<file path="src/rtl/fifo_mon_pkg.sv">
// Shared types, fire-bit indices and width helper for the FIFO occupancy monitor.
package fifo_mon_pkg;

   typedef enum logic [1:0] {
      ST_INIT,
      ST_RUN,
      ST_ERR
   } mon_state_e;

   localparam int FIRE_OVF   = 0;
   localparam int FIRE_UDF   = 1;
   localparam int FIRE_EMPTY = 2;
   localparam int FIRE_FULL  = 3;

   function automatic int cnt_w(input int depth);
      return $clog2(depth + 1);
   endfunction

endpackage

</file>
<file path="src/rtl/fifo_mon_cnt.sv">
// Bounded up/down occupancy counter (0..DEPTH) with synchronous clear and hold.
module fifo_mon_cnt
   import fifo_mon_pkg::*;
#(
   parameter  int DEPTH = 4,
   localparam int CNT_W = cnt_w(DEPTH)
) (
   input  logic             clk,
   input  logic             rst,
   input  logic             i_clr,
   input  logic             i_hold,
   input  logic             i_inc,
   input  logic             i_dec,
   output logic [CNT_W-1:0] o_count
);

   localparam logic [CNT_W-1:0] MAX_CNT = CNT_W'(DEPTH);

   logic [CNT_W-1:0] r_count;

   // Simultaneous inc and dec cancel; saturation keeps the count inside 0..DEPTH.
   always_ff @(posedge clk or negedge rst) begin
      if (!rst) begin
         r_count <= '0;
      end else if (i_clr) begin
         r_count <= '0;
      end else if (!i_hold) begin
         if (i_inc && !i_dec && r_count != MAX_CNT) begin
            r_count <= r_count + CNT_W'(1);
         end else if (i_dec && !i_inc && r_count != '0) begin
            r_count <= r_count - CNT_W'(1);
         end
      end
   end

   assign o_count = r_count;

endmodule

</file>
<file path="src/rtl/fifo_occupancy_monitor.sv">
// FIFO protocol monitor: reference occupancy, ovf/udf/flag checks, sticky errors, isolating FSM.
// Define FIFO_MON_HWM_EN to build the high-water-mark register; otherwise hwm is tied to 0.
module fifo_occupancy_monitor
   import fifo_mon_pkg::*;
#(
   parameter  int DEPTH       = 4,
   parameter  bit SIMUL_FULL  = 1'b0,
   parameter  bit SIMUL_EMPTY = 1'b0,
   localparam int CNT_W       = cnt_w(DEPTH)
) (
   input  logic             clk,
   input  logic             rst,
   input  logic             enable,
   input  logic             in_write_ctrl,
   input  logic             in_read_ctrl,
   input  logic             out_is_empty,
   input  logic             out_is_full,
   input  logic             clear_err,
   output logic [CNT_W-1:0] count,
   output logic [3:0]       fire,
   output logic [3:0]       err_sticky,
   output logic [CNT_W-1:0] hwm,
   output mon_state_e       o_dbg_state
);

   localparam logic [CNT_W-1:0] FULL_CNT = CNT_W'(DEPTH);

   mon_state_e r_state;
   logic [3:0] r_fire;
   logic [3:0] r_sticky;

   logic       w_run;
   logic       w_at_full;
   logic       w_at_empty;
   logic       w_ovf;
   logic       w_udf;
   logic       w_cnt_hold;
   logic [3:0] w_events;

   assign w_at_full  = (count == FULL_CNT);
   assign w_at_empty = (count == '0);

   // Checks only run in ST_RUN; clear_err masks everything in its cycle.
   assign w_run = enable & ~clear_err & (r_state == ST_RUN);
   assign w_ovf = w_run & in_write_ctrl & w_at_full  & ~(in_read_ctrl  & SIMUL_FULL);
   assign w_udf = w_run & in_read_ctrl  & w_at_empty & ~(in_write_ctrl & SIMUL_EMPTY);

   always_comb begin
      w_events             = '0;
      w_events[FIRE_OVF]   = w_ovf;
      w_events[FIRE_UDF]   = w_udf;
      w_events[FIRE_EMPTY] = w_run & (out_is_empty != w_at_empty);
      w_events[FIRE_FULL]  = w_run & (out_is_full  != w_at_full);
   end

   // An illegal push/pop is dropped, so the count holds on the violating cycle.
   assign w_cnt_hold = ~enable | (r_state == ST_ERR) | w_ovf | w_udf;

   fifo_mon_cnt #(
      .DEPTH (DEPTH)
   ) u_cnt (
      .clk     (clk),
      .rst     (rst),
      .i_clr   (clear_err),
      .i_hold  (w_cnt_hold),
      .i_inc   (in_write_ctrl),
      .i_dec   (in_read_ctrl),
      .o_count (count)
   );

   always_ff @(posedge clk or negedge rst) begin
      if (!rst) begin
         r_state  <= ST_INIT;
         r_fire   <= '0;
         r_sticky <= '0;
      end else if (clear_err) begin
         r_state  <= ST_INIT;
         r_fire   <= '0;
         r_sticky <= '0;
      end else begin
         r_fire   <= w_events;
         r_sticky <= r_sticky | w_events;
         if (enable) begin
            case (r_state)
               ST_INIT: r_state <= ST_RUN;
               ST_RUN:  if (w_ovf | w_udf) r_state <= ST_ERR;
               default: r_state <= r_state;
            endcase
         end
      end
   end

   assign fire        = r_fire;
   assign err_sticky  = r_sticky;
   assign o_dbg_state = r_state;

`ifdef FIFO_MON_HWM_EN
   logic [CNT_W-1:0] r_hwm;
   logic             w_hwm_up;

   // hwm >= count always holds, so it can only grow when count sits at hwm and steps up.
   assign w_hwm_up = ~w_cnt_hold & in_write_ctrl & ~in_read_ctrl & ~w_at_full & (count == r_hwm);

   always_ff @(posedge clk or negedge rst) begin
      if (!rst) begin
         r_hwm <= '0;
      end else if (clear_err) begin
         r_hwm <= '0;
      end else if (w_hwm_up) begin
         r_hwm <= r_hwm + CNT_W'(1);
      end
   end

   assign hwm = r_hwm;
`else
   assign hwm = '0;
`endif

endmodule
</file>
<file path="config.mk">
export PLATFORM = sky130hd
export DESIGN_NAME = fifo_occupancy_monitor
export DESIGN_NICKNAME = d
export VERILOG_FILES = /design/src/rtl/fifo_mon_pkg.sv /design/src/rtl/fifo_mon_cnt.sv /design/src/rtl/fifo_occupancy_monitor.sv
export SDC_FILE = /design/constraint.sdc
export NUM_CORES = 1
export LEC_CHECK = 0
export ABC_AREA = 1
export CORE_MARGIN = 8
export CORE_UTILIZATION = 44
export DETAILED_ROUTE_END_ITERATION = 8
export GPL_TIMING_DRIVEN = 0
export PLACE_DENSITY = 0.77
export SYNTH_ARGS = -nofsm -noshare
export SYNTH_HDL_FRONTEND = slang
export SYNTH_SLANG_ARGS = --single-unit
export TNS_END_PERCENT = 1
</file>
<file path="constraint.sdc">
create_clock -name clk -period 2.5 [get_ports clk]
set_clock_uncertainty 0.1 [all_clocks]
set_input_delay 0.75 -clock clk [delete_from_list [all_inputs] [get_ports clk]]
set_output_delay 0.75 -clock clk [all_outputs]
set_load 0.02 [all_outputs]
</file>
# Word level (Yosys, flattened, before mapping)
# Index checks and enable logic that the tools add are counted.
[op_classes] n_addsub=2 eq_ne=8 mux=10 bitwise_logic=15 n_reduce_logical=14
[ops] operator="$mux W3" n=4
[ops] operator="$reduce_bool A3 Y1" n=3
[ops] operator="$and A1 B1 Y1" n=8
[ops] operator="$mux W4" n=2
[ops] operator="$mux W2" n=3
[ops] operator="$logic_and A1 B1 Y1" n=4
[ops] operator="$or A1 B1 Y1" n=4
[ops] operator="$or A4 B4 Y4" n=1
[ops] operator="$pmux W2 S2" n=1
[ops] operator="$add A3 B1 Y3 const B" n=1
[ops] operator="$eq A3 B3 Y1 const B" n=1
[ops] operator="$logic_not A3 Y1" n=1
[ops] operator="$ne A3 B2 Y1 const B" n=1
[ops] operator="$ne A3 B3 Y1 const B" n=1
[ops] operator="$reduce_and A3 Y1" n=1
[ops] operator="$sub A3 B1 Y3 const B" n=1
[ops] operator="$eq A2 B1 Y1 const B" n=1
[ops] operator="$eq A2 B2 Y1 const B" n=1
[ops] operator="$logic_not A1 Y1" n=2
[ops] operator="$logic_not A2 Y1" n=1
[ops] operator="$ne A1 B1 Y1" n=2
[ops] operator="$ne A2 B2 Y1 const B" n=1
[ops] operator="$not A1 Y1" n=2
[ops] operator="$reduce_and A2 Y1" n=1
[ops] operator="$reduce_bool A2 Y1" n=1
[word_totals] regBits=13 input_bits=8 out_inout_bits=16 word_cells=53

# Longest topological paths before layout
# Gate-level depths: netlist (run 1).
[logic_depth] depth_word=10 mapped_depth=9 depth_no_buf=9

# Hierarchy
# From an unflattened synthesis (run 1), not the netlist that was laid out.
[unflattened] hier_cells=100 hier_area_um2=745.7
[by_module_without_submodules] module="fifo_occupancy_monitor" instances=1 cells_each=63 area_each_um2=505.5 seq_area_each_um2=250.2
[by_module_without_submodules] module="fifo_mon_cnt" instances=1 cells_each=37 area_each_um2=240.2 seq_area_each_um2=75.1

# Least setup slack after synthesis (run 1)
# Ideal clock, no wire load.
[synth_timing] path_kind="input -> register" from="in in_write_ctrl" to="reg u_cnt.r_count[2], in the netlist u_cnt.o_count[2]" setup_ps=66 t_arrival_ps=1638 t_required_ps=2334 path_slack_ps=696 path_stages=9 path_buffers=0 cell_sequence="inv_1 -> nor2_1 -> nand2_2 -> inv_1 -> fa_1 -> nand3b_1 -> nand2_1 -> nand2_1 -> nand2_1"
[synth_via] elab_chain_len=6 word_cells_on_any_way=15 cone_classes="eq/ne: 1; mux: 3; bitwise: 4; reduce/logical: 7"
[synth_lines] item="start, declared" line="fifo_occupancy_monitor.sv:14" text="input logic in_write_ctrl,"
[synth_lines] item="$and A1 B1 Y1 (2 in a row)" line="fifo_occupancy_monitor.sv:45" text="assign w_ovf = w_run & in_write_ctrl & w_at_full & ~(in_read_ctrl & SIMUL_FULL);"
[synth_lines] item="$or A1 B1 Y1 (2 in a row)" line="fifo_occupancy_monitor.sv:57" text="assign w_cnt_hold = ~enable | (r_state == ST_ERR) | w_ovf | w_udf;"
[synth_lines] item="$ne A2 B2 Y1 (no source line)"
[synth_lines] item="$reduce_and A2 Y1 (no source line)"
[synth_lines] item="end signal, assigned" line="fifo_mon_cnt.sv:29" text="r_count <= r_count + CNT_W'(1);"
[synth_lines] item="end signal, assigned" line="fifo_mon_cnt.sv:31" text="r_count <= r_count - CNT_W'(1);"
[synth_lines] item="end, declared" line="fifo_mon_cnt.sv:19" text="logic [CNT_W-1:0] r_count;"
# Several ways; a longest one is shown, not always the timed one. The select of a mux whose other input is x is not followed.
# A chain may end at the register's enable or synchronous reset.

# Worst setup path in the final report (run 1)
[layout_timing] from="reg u_cnt.r_count[2], in the netlist u_cnt.o_count[2]" to="out count[2]"
[layout_rtl] item="end, declared" line="fifo_occupancy_monitor.sv:19" text="output logic [CNT_W-1:0] count,"
# No word-level cell between the ends.

==> results_tabular.tex, run 1 <==
\begin{tabular}{lr}
\hline
Metric & Value \\
\hline
\multicolumn{2}{l}{\textbf{Floorplan}} \\
Placement row count & 15 \\
Area of the die & 0.003260 mm² \\
Initial Util & 45.00\% \\
Die Span X & 57.10 µm \\
Floorplan Core Area & 0.001652 mm² \\
Number of primary I/O pins & 24 \\
Die H & 57.10 µm \\
\multicolumn{2}{l}{\textbf{Drt}} \\
Wire per inst & 12.02 µm \\
Initial DRC count & 10 \\
Remaining antenna violation count & 0 \\
Vias per Instance & 4.909 \\
TritonRoute pass-1 iters & 4 \\
Remaining DRCs & 0 \\
WL final & 1.587 mm \\
Via count & 648 \\
\multicolumn{2}{l}{\textbf{Worst setup path}} \\
Signal arrival time at the worst endpoint & 1420 ps \\
Start-to-end type of the worst setup path & flip-flop to output port \\
Family with the most delay on the worst path & buffers and inverters \\
Endpoint of the worst register-to-register path & u\_cnt.o\_count[2] \\
Peak per-stage delay on the critical path & 660 ps \\
Critical Path Start Type & flip-flop \\
Crit-path max FO & 7 \\
Crit path buffers/inverters & 1 \\
Cells along the critical path & clkdlybuf4s50\_1 \\
Critical path's slowest cell & clkdlybuf4s50\_1 \\
Reg-to-Reg Start & u\_cnt.o\_count[0] \\
Minimum setup slack among reg-to-reg paths & 740 ps \\
Data required time at the worst endpoint & 1650 ps \\
Kind of end point of the critical path & output port \\
Number of cells on the worst reg-to-reg path & 9 \\
\multicolumn{2}{l}{\textbf{Finish}} \\
Combined area of the multi-input logic cells & 335.3 µm² \\
Area used by sequential logic in the layout & 325.3 µm² \\
Ant diodes & 0 \\
Area growth from synthesis to layout & 34.34\% \\
Number of nets in the layout & 125 \\
Share of layout cells above drive strength 1 & 22.61\% \\
Number of fillers in the final layout & 151 \\
\multicolumn{2}{l}{\textbf{Clocking}} \\
Maximum level of the CTS H-tree & 1 \\
Cts-stage hold buffer count & 0 \\
Number of buffers added for setup after CTS & 0 \\
Cells resized by post-CTS repair & 0 \\
Max Buffers Root-to-Sink & 2 \\
Clock slew at the register clock pins of the worst setup and hold paths & 80 ps \\
CTS Sinks & 13 \\
TritonCTS clock tree & built \\
TritonCTS Buffers & 3 \\
Later-pin clock latency in the skew report & 270 ps \\
Library cell used as clock root buffer & clkbuf\_4 \\
\multicolumn{2}{l}{\textbf{Power}} \\
P per Cell Area & 483.1 mW/mm² \\
Combinational power share & 25.8\% \\
IR drop worst, VDD & 0.0002021 V \\
Total net switching power & 0.1501 mW \\
Total power after layout & 0.4823 mW \\
Sequential group share of total power & 47.4\% \\
Reported leakage power & 0.5057 nW \\
Pint & 0.3323 mW \\
Portion of total power attributed to the clock network & 26.7\% \\
Switch share & 31.12\% \\
\multicolumn{2}{l}{\textbf{GRT}} \\
Largest net degree at the start of global routing & 14 \\
Antenna violations before repair & 0 \\
Overall global routing resource usage & 9.892\% \\
Wire length of the first global-routing pass & 2.711 mm \\
Via count of the first global-routing pass & 654 \\
Gr ovfl total & 0 \\
\multicolumn{2}{l}{\textbf{Placement}} \\
Buffers on Ports & 20 \\
Placement Setup Slack & 113.1 ps \\
Global placer's final weighted congestion & 0.8129 \\
Detailed-placement wirelength estimate & 1.307 mm \\
\multicolumn{2}{l}{\textbf{Min path}} \\
Hold Crit Endpoint & err\_sticky[1] \\
Number of stages on the worst hold path & 2 \\
Worst min-delay path startpoint & err\_sticky[1] \\
Worst hold path type & flip-flop to flip-flop \\
\multicolumn{2}{l}{\textbf{Timing}} \\
Max-slew violation count & 0 \\
Worst path setup slack after routing & 232.3 ps \\
Setup TNS after final layout & 0 ps \\
Post-route minimum period & 2268 ps \\
Unrepaired setup endpoints after global routing & false \\
Period utilisation layout & 90.71\% \\
Maximum clock frequency & 0.4410 GHz \\
Actual transition at the worst max-transition pin & 592.2 ps \\
Headroom to the max-slew limit & 60.40\% \\
Setup violation total in the final timing report & 0 \\
Hold Fails Final Rpt & 0 \\
\multicolumn{2}{l}{\textbf{Synthesis}} \\
Most common cell in the synthesized netlist & inv\_1 \\
Post-Syn Area per Cell & 8.351 µm² \\
Number of enable flip-flop cells after synthesis & 0 \\
Post-synthesis instance area & 743.2 µm² \\
Part of the Yosys area used for sequential elements & 43.77\% \\
Yosys warns & 0 \\
Most instantiated flip-flop cell in the synthesis netlist & dfrtp\_1 \\
Most common library cells after synthesis & inv\_1 (14), dfrtp\_1 (13), nand2\_1 (13) \\
Asr flop ratio synth & 100.0\% \\
Flip-flop and latch count after synthesis & 13 \\
Post-synthesis cell type with the largest combined area & dfrtp\_1 \\
Number of unique standard cell types used by synthesis & 20 \\
Portion of synthesized cell area occupied by the leading cell type & 43.77\% \\
Cell count after synthesis & 89 \\
Most area-consuming cells after synthesis & dfrtp\_1 (44\%), nand3\_1 (8.1\%), inv\_1 (7.1\%) \\
\multicolumn{2}{l}{\textbf{Job}} \\
MaxCap Viol Count & 0 \\
\multicolumn{2}{l}{\textbf{Status}} \\
Outcome & finished, final reports clean \\
\hline
\end{tabular}
## logic make-up (layout without fill, tap and decap cells)
logic type,after synthesis,after routing,share of synthesized area [%]
and+or+nand+nor,45,45,33.00
DFF,13,13,43.77
buffers and inverters,21,45,12.12
AOI/OAI and AO/OA,8,8,7.913
other,1,3,0.5046
adders and majority gates,1,1,2.694
## metal layers
metal	track usage (%)	vias to the layer above	part of all wire [%]
li1	-	323	-
met1	11.01	308	43
met2	17.05	17	51
met3	2.217	0	5.7
met4	5.034	0	0
met5	0	-	0
## registers in the layout (all words and copies together), names as in the netlist
signal         count
err_sticky         4
u_cnt.o_count      3
fire               4
o_dbg_state        2
## cell type report
type / count / area share, %
Clock buffer: 4 / 2.632
Inverter: 18 / 6.767
Sequential cell: 13 / 32.58
Buffer: 3 / 2.256
Timing Repair Buffer: 20 / 20.05
Tap cell: 17 / 2.130
Multi-Input combinational cell: 57 / 33.58
## worst max path at each step
stage	from	endpoint	depth (start not counted)
after floorplan	in_write_ctrl	u_cnt.o_count[2]	9
after global placement	in_write_ctrl	u_cnt.o_count[1]	7
after detailed placement	in_write_ctrl	u_cnt.o_count[1]	7
after CTS	u_cnt.o_count[2]	count[2]	1
after global routing	u_cnt.o_count[2]	count[2]	1
final	u_cnt.o_count[2]	count[2]	1
## power groups by stage
| stage | Sequential [mW] | Combinational (mW) | Clock, mW |
|---|---|---|---|
| floorplan | 0.243 | 0.0673 | 0 |
| global placement | 0.232 | 0.123 | 0 |
| detailed placement | 0.233 | 0.125 | 0 |
| CTS | 0.229 | 0.126 | 0.133 |
| global route | 0.231 | 0.137 | 0.142 |
| finish | 0.229 | 0.125 | 0.129 |
## through the flow
stage	area, µm²	hold WS (ps)	util, %	cells
6_report	998.5	405.9	60.45	132
3_5_place_dp	972.2	403.1	58.86	128
4_1_cts	998.5	419.4	60.45	132
3_3_place_gp	972.2	375.5	58.86	128
2_1_floorplan	750.7	354.4	-	91
5_1_grt	998.5	464.9	60.45	132
## cells in the final DEF, fill, tap and decap left out, drive strengths merged
cell,count
a21oi,4
buf,3
clkdlybuf4s50,20
nand3,12
nand4,2
nor2,11
fa,1
dfrtp,13
nand3b,1
clkbuf,4
o21ai,4
nand2,19
inv,18
conb,3
(Power assumes the default switching activity.)
==> run 2, diff against run 1 <==
--- a/config.mk
+++ b/config.mk
@@ -13,5 +13,6 @@
 export PLACE_DENSITY = 0.77
 export SYNTH_ARGS = -nofsm -noshare
 export SYNTH_HDL_FRONTEND = slang
+export SYNTH_HIERARCHICAL = 1
 export SYNTH_SLANG_ARGS = --single-unit
 export TNS_END_PERCENT = 1
==> run 2 against run 1 <==
Against the previous run: global-route usage grew 1.1 points; final cell count grew 8.3%; combinational power grew 29%; non-clock buffer count is the same; critical path type unchanged; critical endpoint unchanged; largest power group unchanged.
==> results_tabular.tex, run 2 <==
\begin{tabular}{lr}
\hline
Metric & Value \\
\hline
\multicolumn{2}{l}{\textbf{Status}} \\
Outcome & finished, final reports clean \\
\multicolumn{2}{l}{\textbf{Synthesis}} \\
Post-synthesis instance area & 745.7 µm² (+0.34\%) \\
Most instantiated flip-flop cell in the synthesis netlist & dfrtp\_1 \\
Cell count after synthesis & 100 (+12\%) \\
Flip-flop and latch count after synthesis & 13 (unchanged) \\
Post-synthesis cell type with the largest combined area & dfrtp\_1 \\
Part of the Yosys area used for sequential elements & 43.62\% (-0.15 points) \\
Number of enable flip-flop cells after synthesis & 0 (unchanged) \\
Most common library cells after synthesis & nand2\_1 (24), inv\_1 (16), dfrtp\_1 (13), nand3\_1 (13), nor2\_2 (6) \\
Portion of synthesized cell area occupied by the leading cell type & 43.62\% (-0.15 points) \\
Most common cell in the synthesized netlist & nand2\_1 \\
Asr flop ratio synth & 100.0\% (unchanged) \\
Yosys warns & 6 (+6) \\
Number of unique standard cell types used by synthesis & 18 (-10\%) \\
Most area-consuming cells after synthesis & dfrtp\_1 (44\%), nand2\_1 (12\%), nand3\_1 (8.7\%) \\
Post-Syn Area per Cell & 7.457 µm² (-11\%) \\
\multicolumn{2}{l}{\textbf{Clocking}} \\
TritonCTS Buffers & 3 (unchanged) \\
Later-pin clock latency in the skew report & 280 ps (about the same) \\
CTS Sinks & 13 (unchanged) \\
Clock slew at the register clock pins of the worst setup and hold paths & 80 ps (about the same) \\
Library cell used as clock root buffer & clkbuf\_4 \\
TritonCTS clock tree & built \\
Cells resized by post-CTS repair & 0 (unchanged) \\
Cts-stage hold buffer count & 0 (unchanged) \\
Number of buffers added for setup after CTS & 0 (unchanged) \\
Max Buffers Root-to-Sink & 2 (unchanged) \\
Maximum level of the CTS H-tree & 1 (unchanged) \\
\multicolumn{2}{l}{\textbf{Floorplan}} \\
Area of the die & 0.003268 mm² (+0.25\%) \\
Die H & 57.17 µm (+0.12\%) \\
Die Span X & 57.17 µm (+0.12\%) \\
Floorplan Core Area & 0.001652 mm² (unchanged) \\
Number of primary I/O pins & 24 (unchanged) \\
Placement row count & 15 (unchanged) \\
Initial Util & 45.15\% (+0.15 points) \\
\multicolumn{2}{l}{\textbf{Job}} \\
MaxCap Viol Count & 0 (unchanged) \\
\multicolumn{2}{l}{\textbf{Drt}} \\
WL final & 1.669 mm (+5.2\%) \\
Vias per Instance & 4.790 (-2.4\%) \\
Initial DRC count & 12 (+2) \\
Wire per inst & 11.67 µm (-2.9\%) \\
Remaining DRCs & 0 (unchanged) \\
TritonRoute pass-1 iters & 4 (unchanged) \\
Via count & 685 (+5.7\%) \\
Remaining antenna violation count & 0 (unchanged) \\
\multicolumn{2}{l}{\textbf{Timing}} \\
Post-route minimum period & 2255 ps (-12.23 ps) \\
Setup TNS after final layout & 0 ps (unchanged) \\
Unrepaired setup endpoints after global routing & false \\
Maximum clock frequency & 0.4434 GHz (+0.54\%) \\
Hold Fails Final Rpt & 0 (unchanged) \\
Worst path setup slack after routing & 244.5 ps (+12.23 ps) \\
Actual transition at the worst max-transition pin & 562.8 ps (-29.44 ps) \\
Max-slew violation count & 0 (unchanged) \\
Period utilisation layout & 90.22\% (-0.49 points) \\
Worst slack on hold paths & 380.3 ps (-25.68 ps) \\
Setup violation total in the final timing report & 0 (unchanged) \\
Headroom to the max-slew limit & 62.36\% (+2.0 points) \\
\multicolumn{2}{l}{\textbf{Placement}} \\
Cell Area, Placed & 974.7 µm² (+0.26\%) \\
Detailed-placement wirelength estimate & 1.334 mm (+2.1\%) \\
Placed instance count & 139 (+8.6\%) \\
Buffers on Ports & 20 (unchanged) \\
Global placer's final weighted congestion & 0.7806 (-4.0\%) \\
Placement Setup Slack & -18.69 ps (-131.8 ps) \\
\multicolumn{2}{l}{\textbf{Finish}} \\
Layout Cells excl Fill & 143 (+8.3\%) \\
Area growth from synthesis to layout & 34.40\% (about the same) \\
Commonest non-fill, non-tap cell in the layout & nand2\_1 \\
Number of nets in the layout & 136 (+8.8\%) \\
Ant diodes & 0 (unchanged) \\
Number of fillers in the final layout & 159 (+5.3\%) \\
Combined area of the multi-input logic cells & 330.3 µm² (-1.5\%) \\
Area of all placed cells without fillers & 0.001002 mm² (+0.38\%) \\
Area used by sequential logic in the layout & 325.3 µm² (unchanged) \\
Share of layout cells above drive strength 1 & 16.67\% (-5.9 points) \\
Top library cells by usage in the layout, fill and taps aside & nand2\_1 (24), clkdlybuf4s50\_1 (20), inv\_1 (16) \\
Post-layout utilization of the core & 60.68\% (+0.23 points) \\
\multicolumn{2}{l}{\textbf{Power}} \\
Reported leakage power & 0.5214 nW (+3.1\%) \\
P per Cell Area & 531.8 mW/mm² (+10\%) \\
Total power after layout & 0.5329 mW (+10\%) \\
IR drop worst, VDD & 0.0003164 V (+57\%) \\
\multicolumn{2}{l}{\textbf{Min path}} \\
Number of stages on the worst hold path & 2 (unchanged) \\
Worst hold path type & flip-flop to flip-flop \\
\multicolumn{2}{l}{\textbf{Worst setup path}} \\
Number of cells on the worst reg-to-reg path & 9 (unchanged) \\
Family with the most delay on the worst path & buffers and inverters \\
Data required time at the worst endpoint & 1650 ps (about the same) \\
Peak per-stage delay on the critical path & 660 ps (about the same) \\
Critical path's slowest cell & clkdlybuf4s50\_1 \\
Crit-path max FO & 8 (+1) \\
Signal arrival time at the worst endpoint & 1410 ps (about the same) \\
Crit path buffers/inverters & 1 (unchanged) \\
Start-to-end type of the worst setup path & flip-flop to output port \\
Critical Path Start Type & flip-flop \\
Cells along the critical path & clkdlybuf4s50\_1 \\
Number of logic stages on the critical path including buffering & 1 (unchanged) \\
Kind of end point of the critical path & output port \\
\multicolumn{2}{l}{\textbf{GRT}} \\
Via count of the first global-routing pass & 743 (+14\%) \\
Wire length of the first global-routing pass & 2.891 mm (+6.6\%) \\
Antenna violations before repair & 0 (unchanged) \\
Overall global routing resource usage & 11.00\% (+1.1 points) \\
Gr ovfl total & 0 (unchanged) \\
Largest net degree at the start of global routing & 14 (unchanged) \\
\hline
\end{tabular}
## run 2: worst paths after layout
check                                 start          endpoint  slack [ps]
setup / recovery           u_cnt/o_count[2]          count[2]         240
hold / removal                err_sticky[1]     err_sticky[1]         380
setup reg to reg           u_cnt/o_count[1]  u_cnt/o_count[2]         820
hold reg to reg               err_sticky[1]     err_sticky[1]         380
max in group asynchronous               rst  u_cnt/o_count[2]        1200
min in group asynchronous               rst           fire[1]         730
## run 2: final cells by class
type,count,area share (%)
Buffer,3,2.247
Inverter,20,7.491
Sequential cell,13,32.46
Tap cell,17,2.122
Multi-Input combinational cell,66,32.96
Clock buffer,3,2.247
Clock inverter,1,0.4994
Timing Repair Buffer,20,19.98
## run 2: cells by family after synthesis
logic type      Yosys count  synth area share [%]
fa+ha+maj                 1                 2.685
other cells               1                0.5029
compound gates           10                 8.222
simple gates             52                 31.88
buf+inv                  23                 13.09
flops                    13                 43.62
## run 2: report_power, final
| part | internal [mW] | switching (mW) | leakage [nW] |
|---|---|---|---|
| combinational | 0.0690 | 0.0920 | 0.325 |
| sequential | 0.225 | 0.0177 | 0.178 |
| clock | 0.0594 | 0.0699 | 0.0177 |
| total | 0.353 | 0.180 | 0.521 |
## run 2: per-layer routing
metal	GRT usage [%]	vias to the layer above	share of wire [%]
met5	0	-	0
met4	7.047	0	1.8
met3	2.882	2	5.8
met2	20.00	20	51
met1	10.54	312	41
li1	-	351	-
==> run 3, diff against run 2 <==
--- a/config.mk
+++ b/config.mk
@@ -11,6 +11,7 @@
 export DETAILED_ROUTE_END_ITERATION = 8
 export GPL_TIMING_DRIVEN = 0
 export PLACE_DENSITY = 0.77
+export SLEW_MARGIN = 25
 export SYNTH_ARGS = -nofsm -noshare
 export SYNTH_HDL_FRONTEND = slang
 export SYNTH_HIERARCHICAL = 1
==> results of run 3 <==
The final DEF is identical to that of run 2; final timing and power are the same.
